[config.mk]
export PLATFORM = sky130hd
export DESIGN_NAME = reduce_inject_arb_flat
export DESIGN_NICKNAME = d
export VERILOG_FILES = /design/src/rtl/reduce_inject_arb_pkg.sv /design/src/rtl/reduce_inject_arb_if.sv /design/src/rtl/reduce_inject_arb_result_queue.sv /design/src/rtl/reduce_inject_arb.sv /design/src/flat_wrapper.sv
export SDC_FILE = /design/constraint.sdc
export NUM_CORES = 1
export LEC_CHECK = 0
export BUFFER_PORTS_ARGS = -buffer_cell sky130_fd_sc_hd__buf_4
export CAP_MARGIN = 25
export CORE_MARGIN = 3
export CORE_UTILIZATION = 35
export CTS_CLUSTER_DIAMETER = 60
export DETAILED_ROUTE_END_ITERATION = 12
export HOLD_SLACK_MARGIN = 0.15
export PLACE_DENSITY = 0.54
export SKIP_CTS_REPAIR_TIMING = 1
export SLEW_MARGIN = 20
export SYNTH_ARGS = -nofsm -noshare
export SYNTH_HDL_FRONTEND = slang
export SYNTH_SLANG_ARGS = --single-unit
[constraint.sdc]
create_clock -name clk -period 5.4 [get_ports clk]
set_clock_uncertainty 0.2 [all_clocks]
set_input_delay 0.81 -clock clk [delete_from_list [all_inputs] [get_ports clk]]
set_output_delay 0.81 -clock clk [all_outputs]
set_load 0.005 [all_outputs]
[src/rtl/reduce_inject_arb_pkg.sv]
// Shared flit field constants and arbiter types for the reduce/inject path.
// Flit layout: [valid | 49-bit header | payload], children above the valid bit.
package reduce_inject_arb_pkg;

  localparam int DefLgNumprocs   = 3;
  localparam int DefPayloadWidth = 32;
  localparam int DefQDepth       = 4;
  localparam int HdrWidth        = 50;
  localparam int AlgTypeWidth    = 2;

  function automatic int flit_width(input int pw);
    return pw + HdrWidth;
  endfunction

  function automatic int valid_bit_pos(input int pw);
    return pw + HdrWidth - 1;
  endfunction

  function automatic int flit_child_width(input int pw, input int lg);
    return pw + HdrWidth + lg;
  endfunction

  function automatic int alg_type_pos(input int pw);
    return pw + HdrWidth - 1 - AlgTypeWidth;
  endfunction

  localparam int FlitWidth      = flit_width(DefPayloadWidth);
  localparam int ValidBitPos    = valid_bit_pos(DefPayloadWidth);
  localparam int FlitChildWidth = flit_child_width(DefPayloadWidth,
                                                   DefLgNumprocs);
  localparam int AlgTypePos     = alg_type_pos(DefPayloadWidth);

  typedef enum logic [2:0] {
    PRI_X   = 3'b001,
    PRI_Y   = 3'b010,
    PRI_APP = 3'b100
  } pri_e;

  typedef enum logic [1:0] {
    SRC_NONE = 2'd0,
    SRC_X    = 2'd1,
    SRC_Y    = 2'd2,
    SRC_APP  = 2'd3
  } src_e;

endpackage

[src/rtl/reduce_inject_arb_if.sv]
// Bundle of reduce inputs, application injection handshake and router port.
// slave is the arbiter's view, master is the environment's view.
interface reduce_inject_arb_if
  import reduce_inject_arb_pkg::*;
#(
    parameter int FW  = FlitWidth,
    parameter int FCW = FlitChildWidth
);

    logic [FW-1:0]  red_x_flit;
    logic           red_x_valid;
    logic [FW-1:0]  red_y_flit;
    logic           red_y_valid;
    logic [FCW-1:0] app_flit;
    logic           app_valid;
    logic           app_ready;
    logic           inj_stall;
    logic [FCW-1:0] inj_flit;
    logic [1:0]     ovf_err;

    modport slave (
        input  red_x_flit,
        input  red_x_valid,
        input  red_y_flit,
        input  red_y_valid,
        input  app_flit,
        input  app_valid,
        input  inj_stall,
        output app_ready,
        output inj_flit,
        output ovf_err
    );

    modport master (
        output red_x_flit,
        output red_x_valid,
        output red_y_flit,
        output red_y_valid,
        output app_flit,
        output app_valid,
        output inj_stall,
        input  app_ready,
        input  inj_flit,
        input  ovf_err
    );

endinterface

[src/rtl/reduce_inject_arb_result_queue.sv]
// Small FIFO buffering reduce-unit results; drops writes when full and
// raises a sticky overflow flag.
module result_queue #(
    parameter int Width = 82,
    parameter int Depth = 4
) (
    input  logic             clk,
    input  logic             rst,
    input  logic             wr_valid_i,
    input  logic [Width-1:0] wr_data_i,
    input  logic             rd_en_i,
    output logic [Width-1:0] rd_data_o,
    output logic             empty_o,
    output logic             ovf_o
);

    localparam int AW = $clog2(Depth);
    localparam logic [AW:0] Full = (AW+1)'(Depth);

    logic [Width-1:0] mem_q [Depth];
    logic [AW-1:0]    wr_ptr_q, wr_ptr_d;
    logic [AW-1:0]    rd_ptr_q, rd_ptr_d;
    logic [AW:0]      count_q, count_d;
    logic             ovf_q, ovf_d;
    logic             full, push, pop;

    assign full    = (count_q == Full);
    assign empty_o = (count_q == '0);
    assign push    = wr_valid_i && !full;
    assign pop     = rd_en_i && !empty_o;

    always_comb begin
        wr_ptr_d = wr_ptr_q;
        rd_ptr_d = rd_ptr_q;
        count_d  = count_q;
        ovf_d    = ovf_q;
        if (push) wr_ptr_d = wr_ptr_q + AW'(1);
        if (pop)  rd_ptr_d = rd_ptr_q + AW'(1);
        unique case ({push, pop})
            2'b10:   count_d = count_q + (AW+1)'(1);
            2'b01:   count_d = count_q - (AW+1)'(1);
            default: count_d = count_q;
        endcase
        if (wr_valid_i && full) ovf_d = 1'b1;
    end

    always_ff @(posedge clk or posedge rst) begin
        if (rst) begin
            wr_ptr_q <= '0;
            rd_ptr_q <= '0;
            count_q  <= '0;
            ovf_q    <= 1'b0;
        end else begin
            wr_ptr_q <= wr_ptr_d;
            rd_ptr_q <= rd_ptr_d;
            count_q  <= count_d;
            ovf_q    <= ovf_d;
        end
    end

    // Storage needs no reset: the pointers alone define which entries are live.
    always_ff @(posedge clk) begin
        if (push) mem_q[wr_ptr_q] <= wr_data_i;
    end

    assign rd_data_o = mem_q[rd_ptr_q];
    assign ovf_o     = ovf_q;

endmodule

[src/rtl/reduce_inject_arb.sv]
// Merges x/y reduce results and application flits onto the router inject
// port with a rotating-priority arbiter and a registered output.
module reduce_inject_arb
  import reduce_inject_arb_pkg::*;
#(
    parameter int lg_numprocs  = DefLgNumprocs,
    parameter int PayloadWidth = DefPayloadWidth,
    parameter int QDepth       = DefQDepth
) (
    input  logic                 clk,
    input  logic                 rst,
    reduce_inject_arb_if.slave   bus
);

    localparam int FW  = flit_width(PayloadWidth);
    localparam int FCW = flit_child_width(PayloadWidth, lg_numprocs);
    localparam int VB  = valid_bit_pos(PayloadWidth);
    localparam logic [FCW-1:0] VbMask = FCW'(1) << VB;

    logic [FW-1:0]  x_data, y_data;
    logic           x_empty, y_empty;
    logic           x_ovf, y_ovf;
    pri_e           state_q, state_d;
    src_e           gnt;
    logic [FCW-1:0] flit_d, inj_flit_q;

    result_queue #(.Width(FW), .Depth(QDepth)) u_xq (
        .clk        (clk),
        .rst        (rst),
        .wr_valid_i (bus.red_x_valid),
        .wr_data_i  (bus.red_x_flit),
        .rd_en_i    (gnt == SRC_X),
        .rd_data_o  (x_data),
        .empty_o    (x_empty),
        .ovf_o      (x_ovf)
    );

    result_queue #(.Width(FW), .Depth(QDepth)) u_yq (
        .clk        (clk),
        .rst        (rst),
        .wr_valid_i (bus.red_y_valid),
        .wr_data_i  (bus.red_y_flit),
        .rd_en_i    (gnt == SRC_Y),
        .rd_data_o  (y_data),
        .empty_o    (y_empty),
        .ovf_o      (y_ovf)
    );

    always_comb begin
        gnt     = SRC_NONE;
        state_d = state_q;
        if (!bus.inj_stall && !rst) begin
            unique case (1'b1)
                (state_q == PRI_X): begin
                    if (!x_empty)           gnt = SRC_X;
                    else if (!y_empty)      gnt = SRC_Y;
                    else if (bus.app_valid) gnt = SRC_APP;
                end
                (state_q == PRI_Y): begin
                    if (!y_empty)           gnt = SRC_Y;
                    else if (bus.app_valid) gnt = SRC_APP;
                    else if (!x_empty)      gnt = SRC_X;
                end
                (state_q == PRI_APP): begin
                    if (bus.app_valid)      gnt = SRC_APP;
                    else if (!x_empty)      gnt = SRC_X;
                    else if (!y_empty)      gnt = SRC_Y;
                end
                default: gnt = SRC_NONE;
            endcase
        end
        unique case (gnt)
            SRC_X:   state_d = PRI_Y;
            SRC_Y:   state_d = PRI_APP;
            SRC_APP: state_d = PRI_X;
            default: state_d = state_q;
        endcase
    end

    // Reduce flits are zero-extended (children 0); every granted flit is valid.
    always_comb begin
        flit_d = '0;
        unique case (gnt)
            SRC_X:   flit_d = FCW'(x_data) | VbMask;
            SRC_Y:   flit_d = FCW'(y_data) | VbMask;
            SRC_APP: flit_d = bus.app_flit | VbMask;
            default: flit_d = '0;
        endcase
    end

    always_ff @(posedge clk or posedge rst) begin
        if (rst) begin
            state_q    <= PRI_X;
            inj_flit_q <= '0;
        end else begin
            state_q    <= state_d;
            inj_flit_q <= flit_d;
        end
    end

    assign bus.inj_flit  = inj_flit_q;
    assign bus.app_ready = (gnt == SRC_APP);
    assign bus.ovf_err   = {y_ovf, x_ovf};

endmodule

[src/flat_wrapper.sv]
// flat-port wrapper written by rule: the top's interface ports become plain ports
module reduce_inject_arb_flat import reduce_inject_arb_pkg::*;
#(
    parameter int lg_numprocs  = DefLgNumprocs,
    parameter int PayloadWidth = DefPayloadWidth,
    parameter int QDepth       = DefQDepth
)
  (clk, rst, bus_red_x_flit, bus_red_x_valid, bus_red_y_flit, bus_red_y_valid, bus_app_flit, bus_app_valid, bus_inj_stall, bus_app_ready, bus_inj_flit, bus_ovf_err);
  reduce_inject_arb_if #(.FW(82), .FCW(85)) bus_i ();
  input  logic clk;
  input  logic rst;
  input wire logic [$bits(bus_i.red_x_flit)-1:0] bus_red_x_flit;
  input wire logic [$bits(bus_i.red_x_valid)-1:0] bus_red_x_valid;
  input wire logic [$bits(bus_i.red_y_flit)-1:0] bus_red_y_flit;
  input wire logic [$bits(bus_i.red_y_valid)-1:0] bus_red_y_valid;
  input wire logic [$bits(bus_i.app_flit)-1:0] bus_app_flit;
  input wire logic [$bits(bus_i.app_valid)-1:0] bus_app_valid;
  input wire logic [$bits(bus_i.inj_stall)-1:0] bus_inj_stall;
  output wire logic [$bits(bus_i.app_ready)-1:0] bus_app_ready;
  output wire logic [$bits(bus_i.inj_flit)-1:0] bus_inj_flit;
  output wire logic [$bits(bus_i.ovf_err)-1:0] bus_ovf_err;
  assign bus_i.red_x_flit = bus_red_x_flit;
  assign bus_i.red_x_valid = bus_red_x_valid;
  assign bus_i.red_y_flit = bus_red_y_flit;
  assign bus_i.red_y_valid = bus_red_y_valid;
  assign bus_i.app_flit = bus_app_flit;
  assign bus_i.app_valid = bus_app_valid;
  assign bus_i.inj_stall = bus_inj_stall;
  assign bus_app_ready = bus_i.app_ready;
  assign bus_inj_flit = bus_i.inj_flit;
  assign bus_ovf_err = bus_i.ovf_err;
  reduce_inject_arb #(.lg_numprocs(lg_numprocs), .PayloadWidth(PayloadWidth), .QDepth(QDepth)) u_core (.clk(clk), .rst(rst), .bus(bus_i));
endmodule
# ---- Word level (Yosys, flattened, before mapping)
# Memory sizes are Yosys's and may differ from the RTL's.
# Index checks and enable logic that the tools add are counted.
dict set report op_classes {
  n_addsub 8
  n_eq_ne 12
  n_mux 19
  n_reduce_logical 18
}
# op count
set op_table {}
lappend op_table {{$pmux W85 S3} 1}
lappend op_table {{$mux W2} 9}
lappend op_table {{$pmux W3 S2} 2}
lappend op_table {{$eq A3 B3 Y1 const B} 3}
lappend op_table {{$pmux W3 S3} 1}
lappend op_table {{$add A2 B1 Y2 const B} 4}
lappend op_table {{$eq A2 B2 Y1 const B} 4}
lappend op_table {{$logic_and A1 B1 Y1} 7}
lappend op_table {{$add A3 B1 Y3 const B} 2}
lappend op_table {{$eq A2 B1 Y1 const B} 3}
lappend op_table {{$logic_not A1 Y1} 6}
lappend op_table {{$logic_not A3 Y1} 2}
lappend op_table {{$pmux W2 S3} 1}
lappend op_table {{$sub A3 B1 Y3 const B} 2}
lappend op_table {{$mux W1} 5}
lappend op_table {{$reduce_bool A2 Y1} 2}
lappend op_table {{$eq A3 B1 Y1 const B} 1}
lappend op_table {{$eq A3 B2 Y1 const B} 1}
lappend op_table {{$reduce_bool A3 Y1} 1}
dict set report totals {
  reg_bits 104
  mem_bits_rw 656
  input_bits 255
  output_inout_bits 88
  elab_cells 69
  mem_count 2
}
# name words word_bits rd rd_ports_with_merged_regs write_ports line_no
set mem_list {}
lappend mem_list {u_core.u_xq.mem_q 4 82 1 0 1 reduce_inject_arb_result_queue.sv:20} ;# logic [Width-1:0] mem_q [Depth];
lappend mem_list {u_core.u_yq.mem_q 4 82 1 0 1 reduce_inject_arb_result_queue.sv:20}

# ---- Depth between registers and ports, before layout
# Gate-level depths: netlist (run 1).
dict set report logic_depth {
  depth_word 10
  ltp_mapped 12
  ltp_nobuf 10
}

# ---- Hierarchy
# From an unflattened synthesis (run 1), not the netlist that was laid out.
dict set report hier_totals {
  hier_cells 1245
  hier_area_um2 28635.0
}
# module n_inst cells_per_inst area_each_um2 seq_area_each_um2
set by_module_without_submodules {}
lappend by_module_without_submodules {result_queue 2 468 12286.8 10049.6}
lappend by_module_without_submodules {reduce_inject_arb 1 309 4061.4 2203.4}

# ---- Worst setup path after synthesis (run 1)
# Ideal clock, no wire load.
dict set report synth_timing {
  path_type {input -> register}
  from {input port bus_red_x_valid}
  to {memory u_core.u_xq.mem_q[0][0] (enable)}
  setup_time_ns 0.448
  t_arrival_ns 3.121
  required_time_ns 4.752
  setup_slack_ns 1.631
  path_stages 2
  path_buffers 0
  cell_sequence {a21boi_1 -> and2_1}
}
dict set report synth_between {
  elab_chain_len 3
}
# element line_no
set synth_lines {}
lappend synth_lines {{start, declared} flat_wrapper.sv:13} ;# input wire logic [$bits(bus_i.red_x_valid)-1:0] bus_red_x_valid;
lappend synth_lines {{$logic_and A1 B1 Y1} reduce_inject_arb_result_queue.sv:29} ;# assign push = wr_valid_i && !full;
lappend synth_lines {{$mux W1} reduce_inject_arb_result_queue.sv:63} ;# if (push) mem_q[wr_ptr_q] <= wr_data_i;
lappend synth_lines {{$mux W1 (implied by the code)} reduce_inject_arb_result_queue.sv:63}
lappend synth_lines {{end, declared} reduce_inject_arb_result_queue.sv:20}
# No other way between the ends.

# ---- Worst setup path in the final report (run 1)
dict set report layout_timing {
  from {register u_core.state_q[0]}
  to {output port bus_app_ready}
}
dict set report layout_between {
  elab_chain_len 4
  word_cells_on_any_way 6
  classes_between {eq/ne (4); mux (2)}
}
# element line_no
set layout_lines {}
lappend layout_lines {{start, declared} reduce_inject_arb.sv:23} ;# pri_e state_q, state_d;
lappend layout_lines {{start signal, assigned} reduce_inject_arb.sv:96} ;# state_q <= state_d;
lappend layout_lines {{$eq A3 B3 Y1 (tied with other cells)} reduce_inject_arb.sv:64} ;# (state_q == PRI_APP): begin
lappend layout_lines {{$pmux W2 S3 *} reduce_inject_arb.sv:53} ;# unique case (1'b1)
lappend layout_lines {{$mux W2 *} reduce_inject_arb.sv:52} ;# if (!bus.inj_stall && !rst) begin
lappend layout_lines {{$eq A2 B2 Y1 *} reduce_inject_arb.sv:102} ;# assign bus.app_ready = (gnt == SRC_APP);
lappend layout_lines {{end, declared} flat_wrapper.sv:19} ;# output wire logic [$bits(bus_i.app_ready)-1:0] bus_app_ready;
# Mark *: on every way between the ends. The rest lies on a longest branch, timed or not.

==> results of run 1 <==
## how the worst max path moves through the flow
stage                      start                       to  slack [ns]  cells past startpoint
3_3_place_gp                 rst  u_core.u_xq.rd_ptr_q[1]        1.70                      7
4_1_cts        u_core.state_q[0]            bus_app_ready        1.30                      5
3_5_place_dp                 rst  u_core.u_xq.rd_ptr_q[1]        1.69                      7
6_report       u_core.state_q[0]            bus_app_ready        1.41                      5
5_1_grt        u_core.state_q[0]            bus_app_ready        1.22                      5
2_1_floorplan    bus_red_x_valid  u_core.u_xq.mem_q[0][0]        1.63                      2
## critical path, delay by kind of cell, from the launching register on
kind | cells | cell delay (ns)
AND/OR/NAND/NOR | 2 | 0.93
AO/OA/AOI/OAI | 2 | 0.63
flip-flops | 1 | 0.58
buffers and inverters | 1 | 0.21
## synth_stat cells, types with 2 or more instances
cell                       number
sky130_fd_sc_hd__a21boi_1       2
sky130_fd_sc_hd__a21oi_1        2
sky130_fd_sc_hd__a31o_2         2
sky130_fd_sc_hd__and2_1        12
sky130_fd_sc_hd__buf_1          4
sky130_fd_sc_hd__buf_2         10
sky130_fd_sc_hd__buf_4          9
sky130_fd_sc_hd__buf_6          5
sky130_fd_sc_hd__clkbuf_1      47
sky130_fd_sc_hd__dfrtp_1      103
sky130_fd_sc_hd__edfxtp_1     648
sky130_fd_sc_hd__fa_1           2
sky130_fd_sc_hd__ha_1          10
sky130_fd_sc_hd__inv_1         14
sky130_fd_sc_hd__mux2i_1       82
sky130_fd_sc_hd__mux4_2       162
sky130_fd_sc_hd__nand2_1        4
sky130_fd_sc_hd__nand3_1       84
sky130_fd_sc_hd__nor2_1         6
sky130_fd_sc_hd__o21ai_0       76
sky130_fd_sc_hd__o21ai_1        9
sky130_fd_sc_hd__or3_1          3
sky130_fd_sc_hd__xnor2_1        6
sky130_fd_sc_hd__xor2_1         7
## logic make-up after synthesis
group                      after synthesis  synth area share (%)
xor gates and xnor gates                13                0.4012
AOI/OAI and AO/OA                       97                 1.900
buffers and inverters                   89                 1.472
DFF                                    752                 77.74
adders and majority gates               12                0.5820
and+or+nand+nor                        116                 2.156
muxes                                  244                 15.75
## final cells by class
class                      count  area, µm²
antenna                       11      27.53
multi-input combinational    482       5946
tap                         1050       1314
clock buffer                 119       2439
fill                        6828      43690
inverter                      14      57.56
clock inverter                42      566.8
timing repair buffer         432       3523
sequential                   752      22080
## where the power goes
part / leakage [nW] / switching, mW / internal (mW)
logic: 4.45 / 2.15 / 2.09
clock network: 1.47 / 2.35 / 3.68
registers: 7.32 / 0.670 / 7.61
## routing by layer
| layer | up-vias | routed length, µm | global-route usage [%] |
|---|---|---|---|
| met3 | 110 | 4549 | 5.410 |
| met5 | - | 88 | 0 |
| li1 | 6325 | - | - |
| met4 | 14 | 1325 | 3.963 |
| met2 | 371 | 35810 | 28.04 |
| met1 | 7564 | 28200 | 20.40 |
## sequential cells by signal, indices dropped and copies added (netlist names)
name                  flops
u_core.u_yq.ovf_o         1
u_core.u_yq.count_q       3
u_core.bus.inj_flit      85
u_core.u_yq.mem_q       324
u_core.u_xq.mem_q       324
u_core.u_xq.wr_ptr_q      2
u_core.state_q            3
u_core.u_xq.count_q       3
u_core.u_xq.ovf_o         1
u_core.u_yq.wr_ptr_q      2
u_core.u_xq.rd_ptr_q      2
u_core.u_yq.rd_ptr_q      2
==> impl.org, run 1 <==
** CTS
- Counting the buffers created by CTS gives 86.
- H-tree levels :: 3
- No sink is reached through more buffers than the 3 on the longest clock path.
- CTS placed an instance of sky130_fd_sc_hd__clkbuf_16 at the clock tree root.
- TritonCTS built the clock tree.
- Clock-pin slew reported for the worst setup and hold paths after clock tree synthesis :: 0.06 ns
- CTS saw 752 sinks.
- The later pin in the worst-skew pair is clocked with a latency of between 0.6 and 0.7 ns.

** STA
- Worst slew margin relative to its limit :: between 20 and 30%
- Hold Worst Slack :: 0.1563 ns
- Based on the critical path, the design can be clocked at up to 250.5 MHz.
- RSZ-0062 raised after global routing :: false
- For the final routed database, the setup TNS stands at 0 ns.
- For the pin with the worst max-slew slack, the measured transition is 1.051 ns.
- Dividing the final minimum period by the clock period gives 73.94%.
- Number of max-slew violations in the final report :: 0
- Setup violations remaining at the end of the flow were counted as 0.
- Time the final worst path needs with I/O delays and setup :: between 3 and 4 ns
- Final Hold Violating Endpoints :: 0
- The worst path meets setup with about 1.4 ns of slack.

** Die
- Die width :: 290.8 µm
- The die covers 84,540 µm².
- Core area :: around 80,000 µm²
- Vertical die dimension :: 290.8 µm
- Rows :: around 100
- Number of ports placed on the die boundary :: 343
- For this configuration, the core starts out at a cell density of 35.63%.

** Pwr
- Power density cells :: 516.3 nW/µm²
- After layout, the design draws a total of 18.56 mW.
- Worst voltage drop across the vdd grid :: 0.2658 mV
- Reported leakage power :: 13.24 nW

** Logic synthesis
- Library cells used by synthesis :: 38
- The largest total area in the synthesized netlist belongs to sky130_fd_sc_hd__edfxtp_1.
- By area the synthesized netlist is led by sky130_fd_sc_hd__edfxtp_1 (69%), sky130_fd_sc_hd__mux4_2 (13%), sky130_fd_sc_hd__dfrtp_1 (9.1%), sky130_fd_sc_hd__mux2i_1 (2.9%), sky130_fd_sc_hd__nand3_1 (1.5%).
- Post-synthesis area per instance :: 21.45 µm²
- The cell area that synthesis handed to floorplanning was 28,380 µm².
- Sequential-to-total area share from yosys stat :: 77.74%
- Counting flops and latches in the post-synthesis netlist gives 752.
- Top cell type's share of synthesized area :: 68.57%
- In the synthesized netlist the async set-or-reset flop fraction comes to 13.83%.
- Gate Count Post-Synth :: around 1,300
- Total nets after synthesis :: 1,590
- Post-synth EDFFs :: between 600 and 700
- Yosys printed 0 warnings.
- Commonest register cell after synthesis :: sky130_fd_sc_hd__edfxtp_1

** Outcome
- The run finished with clean final reports.

** Placement
- Sum of net half-perimeters after detailed placement :: 41,830 µm
- OpenSTA, run right after detailed placement, puts the worst setup slack at 1.685 ns.
- In this run, placement finished with an instance count of roughly 2,700.
- Number of input and output port buffers inserted :: about 340
- Standard cell area after detailed placement :: 32,240 µm²
- Routability-driven placement finished with a final weighted congestion of 0.6998.

** Drt
- Final ANT Viol Nets :: 0
- The routed design has 69,980 µm of wire.
- For this block, the initial DRC count from the detailed router was approximately 800.
- Count of unresolved DRC violations after routing :: 0
- Wire length per cell after detailed routing :: 24.11 µm
- The first detailed-routing pass took 5 iterations.
- Using the TritonRoute via totals, the vias-per-cell ratio works out to 4.957.
- The routed layout has 14,380 vias.

** Worst setup path
- The worst setup path is launched from a register.
- In this design, the stage delay of the slowest critical-path cell is 0.58 ns.
- Series of cell instances along the critical path :: or3b_4 > o32ai_4 > o211ai_4 > nor2_1 > buf_4
- Data on the critical path arrives at its endpoint at 2.98 ns.
- Maximum fanout count along the critical path :: 18
- Launch instance of the worst register-to-register path :: u_core.state_q[0]
- Worst R2R Setup Slack :: ~2.0 ns
- STA classifies the critical path endpoint as an output pin.
- Reg2reg end :: u_core.u_xq.rd_ptr_q[1]
- Critical-path cell with the highest stage delay :: sky130_fd_sc_hd__dfstp_2
- Critical path class :: reg -> out
- Required @ worst endpoint :: between 4 and 5 ns
- For the worst flop-to-flop path, the logic depth is 6.

** Layout
- Finished Cell Area :: 35,950 µm²
- The finished layout holds a little under 3,000 standard cells, fillers aside.
- Commonest cells after routing, fill and taps aside :: sky130_fd_sc_hd__edfxtp_1 (648), sky130_fd_sc_hd__buf_4 (358), sky130_fd_sc_hd__mux4_2 (162)
- Signed area change from the synthesized netlist to the final layout :: 26.68%
- Layout Nets :: 2,035
- Share of layout cells above drive strength 1 :: a little under two fifths
- Cells fill ~45% of the core in the end.
- Most frequent standard cell in the layout excluding fill and tap cells :: sky130_fd_sc_hd__edfxtp_1

** Global route
- Entering global routing, the biggest net connects 91 pins.
- Global Route Usage Sum :: 16.48%
- Wire length of the first global-routing pass :: 103,200 µm
- Number of antenna violations at the first check in global routing :: 17
- Number of global-route vias before repair :: 15,380
- Overflow left after global routing :: 0

** Worst hold path
- Worst min-delay path class :: in -> async

** Job
- Maximum Capacitance Violations :: 0
(Power assumes the default switching activity.)
==> inputs of run 2 (changes only) <==
PLACE_DENSITY = 0.55   (was 0.54)
clock period = 3.3 ns   (was 5.4 ns; I/O delays follow)
==> run 2 against run 1 <==
First-iteration DRC count is 21% higher. Power up 62%. Worst hold slack better by 0.068 ns. Clock-buffer cell count is 4 higher. Sequential cell count is the same. Critical path depth is 2 higher. Non-clock buffer count is 204 higher. Core utilization grew 2.4 points. Setup slack worse by 1.4 ns. Via count rose by 5.7%. Clock power up 52%. Highest routed layer unchanged.
==> impl.org, run 2 (synthesis gave the netlist of run 1 again) <==
** CTS
- The buffer levels on the longest clock path is 3 (unchanged).
- Worst skew pair latency :: 0.63 ns (about the same)
- H-tree levels :: 3 (unchanged)
- In this run the clock root is driven by a sky130_fd_sc_hd__clkbuf_16.
- The clock edge transition at the registers on the reported setup and hold paths was 0.06 ns (about the same).
- Number of buffers created by CTS :: 86 (unchanged)
- The CTS sink count was 752 (unchanged).
- TritonCTS clock tree :: built

** Placement
- Routability congestion estimate from global placement :: 0.7119 (+1.7%)
- Standard cell area after detailed placement :: 32,550 µm² (+0.97%)
- Number of input and output port buffers inserted :: 339 (unchanged)
- The worst slack at placement came to 0.2128 ns (-1.472 ns).
- Cell Count Post-Placement :: 2,682 (+0.71%)
- The HPWL after detailed placement came to 43,600 µm (+4.2%).

** Global route
- The total routing resource utilization after global routing came to 16.50% (+0.024 points).
- The initial antenna violation count is 12 (-5).
- The total grt overflow is 0 (unchanged).
- Wire length of the first global-routing pass :: 103,300 µm (about the same)
- Number of global-route vias before repair :: 15,460 (+0.55%)
- The pin count of the biggest net entering global routing came to 109 (+20%).

** Worst setup path
- Kind of start point of the critical path :: register
- Worst setup path startpoint :: u_core.state_q[0]
- The worst register-to-register path begins at u_core.state_q[0].
- Crit path depth :: 7 (+2)
- Maximum fanout count along the critical path :: 7 (-11)
- The reg-to-reg setup timing slack is 0.18 ns (-1.80 ns).
- The depth of the worst register-to-register path is 11 (+5).
- Among all stages on the critical path, the largest delay is contributed by sky130_fd_sc_hd__dfstp_2.
- Broken down by cell family, the worst path's largest delay share belongs to flip-flops.
- Required @ worst endpoint :: 2.60 ns (-1.79 ns)
- The endpoint identified for the worst register-to-register timing path is u_core.u_yq.count_q[2].
- STA classifies the critical path endpoint as an output pin.
- The cell that appears most often on the critical path is sky130_fd_sc_hd__buf_6.
- Worst setup endpoint :: bus_app_ready
- The worst setup path is of the reg -> out kind.
- Series of cell instances along the critical path :: or3b_4 > o32ai_4 > buf_6 > o211ai_4 > nor2_4 > buf_8 > buf_6
- The critical path's largest stage delay is 0.58 ns (about the same).
- The critical path data arrival time came to 2.55 ns (-0.43 ns).
- Buf/Inv on CP :: 3 (+2)

** Drt
- Via density per instance :: 4.895 (-1.2%)
- Iteration-0 DRC Markers :: 968 (+21%)
- The number of detailed-route iterations in the first pass was 6 (+1).
- Number of vias in the routed layout :: 15,200 (+5.7%)
- The detailed-route wire length per cell came to 23.07 µm (-4.3%).
- The post-route DRC violation count is 0 (unchanged).
- The wire length reported by the detailed router is 71,640 µm (+2.4%).
- Final ANT Viol Nets :: 0 (unchanged)

** Layout
- The layout cell share with drive strength beyond 1 is 34.13% (-3.2 points).
- The final net count is 2,239 (+10%).
- Signed area change from the synthesized netlist to the final layout :: 33.41%
- The library cells used most frequently in the layout, excluding fill and tap cells, are sky130_fd_sc_hd__edfxtp_1 (648), sky130_fd_sc_hd__buf_4 (362), sky130_fd_sc_hd__dlygate4sd3_1 (249).
- Most frequent standard cell in the layout excluding fill and tap cells :: sky130_fd_sc_hd__edfxtp_1
- Finished Cell Area :: 37,860 µm² (+5.3%)
- Final core occ :: 47.54% (+2.4 points)
- Non-filler instance count after layout :: 3,105 (+7.0%)

** Die
- The die height was 290.8 µm (unchanged).
- Die width :: 290.8 µm (unchanged)
- Core area :: 79,640 µm² (unchanged)
- The die area came to 84,540 µm² (unchanged).
- The initial core utilization was 35.63% (unchanged).
- The cell row count was 103 (unchanged).
- Number of ports placed on the die boundary :: 343 (unchanged)

** Pwr
- The overall power consumption came to 30.14 mW (+62%).
- The power per cell area was 796.2 nW/µm² (+54%).
- The largest vdd supply drop is 0.3728 mV (+40%).
- The leakage power summed over all cells came to 14.04 nW (+6.0%).

** STA
- RSZ-0062 raised after global routing :: true
- Final Hold Violating Endpoints :: 0 (unchanged)
- Setup TNS after final layout :: 0 ns (unchanged)
- The worst path needs ~3.2 ns of the cycle, external delays included.
- Least setup slack across all paths after layout :: 0.05055 ns (-1.357 ns)
- The number of endpoints failing setup at the final stage is 0 (unchanged).
- Hold Worst Slack :: 0.2241 ns (+0.06775 ns)
- Period utilization :: 98.47%
- Least-Margin Pin Slew :: 0.9164 ns (-0.1348 ns)
- The count of final max-slew check failures came to 0 (unchanged).
- Worst slew margin relative to its limit :: 38.91% (+9.0 points)
- F_max :: 307.7 MHz

** Outcome
- The run finished with clean final reports.

** Worst hold path
- The path class of the tightest hold or removal check is in -> reg.

** Job
- The number of maximum-capacitance constraint violations came to 0 (unchanged).
## run 2: cell types whose count changed in the layout (fill, tap and decap cells not counted), moves of 2 or more
cell	change
sky130_fd_sc_hd__clkinv_2	+6
sky130_fd_sc_hd__buf_12	+16
sky130_fd_sc_hd__clkbuf_1	+13
sky130_fd_sc_hd__clkbuf_8	-8
sky130_fd_sc_hd__buf_4	+4
sky130_fd_sc_hd__bufinv_16	-6
sky130_fd_sc_hd__dlygate4sd3_1	+183
sky130_fd_sc_hd__buf_6	+2
sky130_fd_sc_hd__clkinvlp_4	-3
sky130_fd_sc_hd__clkinv_4	+2
sky130_fd_sc_hd__inv_8	-2
sky130_fd_sc_hd__buf_16	-2
## run 2: worst min-delay path by stage
stage | endpoint | from | cells past startpoint | slack, ns
after CTS | u_core.u_yq.mem_q[0][34] | bus_red_y_flit[34] | 1 | -0.18
after global routing | u_core.bus.inj_flit[14] | bus_app_valid | 5 | 0.22
final | u_core.u_yq.rd_ptr_q[0] | bus_app_valid | 4 | 0.22
after detailed placement | u_core.u_yq.ovf_o | u_core.u_yq.ovf_o | 1 | 0.28
after floorplan | u_core.u_xq.ovf_o | u_core.u_xq.ovf_o | 1 | 0.24
after global placement | u_core.u_yq.ovf_o | u_core.u_yq.ovf_o | 1 | 0.29
## run 2: cell type report
| class | instances | area [µm²] |
|---|---|---|
| Clock buffer | 123 | 2352 |
| Sequential cell | 752 | 22080 |
| Multi-Input combinational cell | 482 | 5953 |
| Tap cell | 1050 | 1314 |
| Clock inverter | 38 | 394.1 |
| Fill cell | 6690 | 41780 |
| Antenna cell | 10 | 25.02 |
| Timing Repair Buffer | 636 | 5688 |
| Inverter | 14 | 56.30 |
## run 2: tightest hold or removal path, delay by kind of cell
kind | cells | cell delay [ns]
xor gates and xnor gates | 1 | 0.09
and+or+nand+nor | 1 | 0.18
AOI/OAI and AO/OA | 1 | 0.11
buffers and inverters | 1 | 0.11
## run 2: power breakdown
group          switching (mW)  leakage (nW)  internal (mW)
registers               0.744          7.32           12.5
clock network            3.80          1.35           5.35
logic                    4.01          5.36           3.78
total                    8.55          14.0           21.6
## run 2: per-layer routing
layer / global-route usage, % / routed length [µm] / vias up
met3: 4.470 / 3489 / 98
met1: 21.00 / 30340 / 7944
li1: - / - / 6736
met4: 4.807 / 1553 / 6
met2: 27.76 / 36220 / 416
met5: 0 / 34 / -
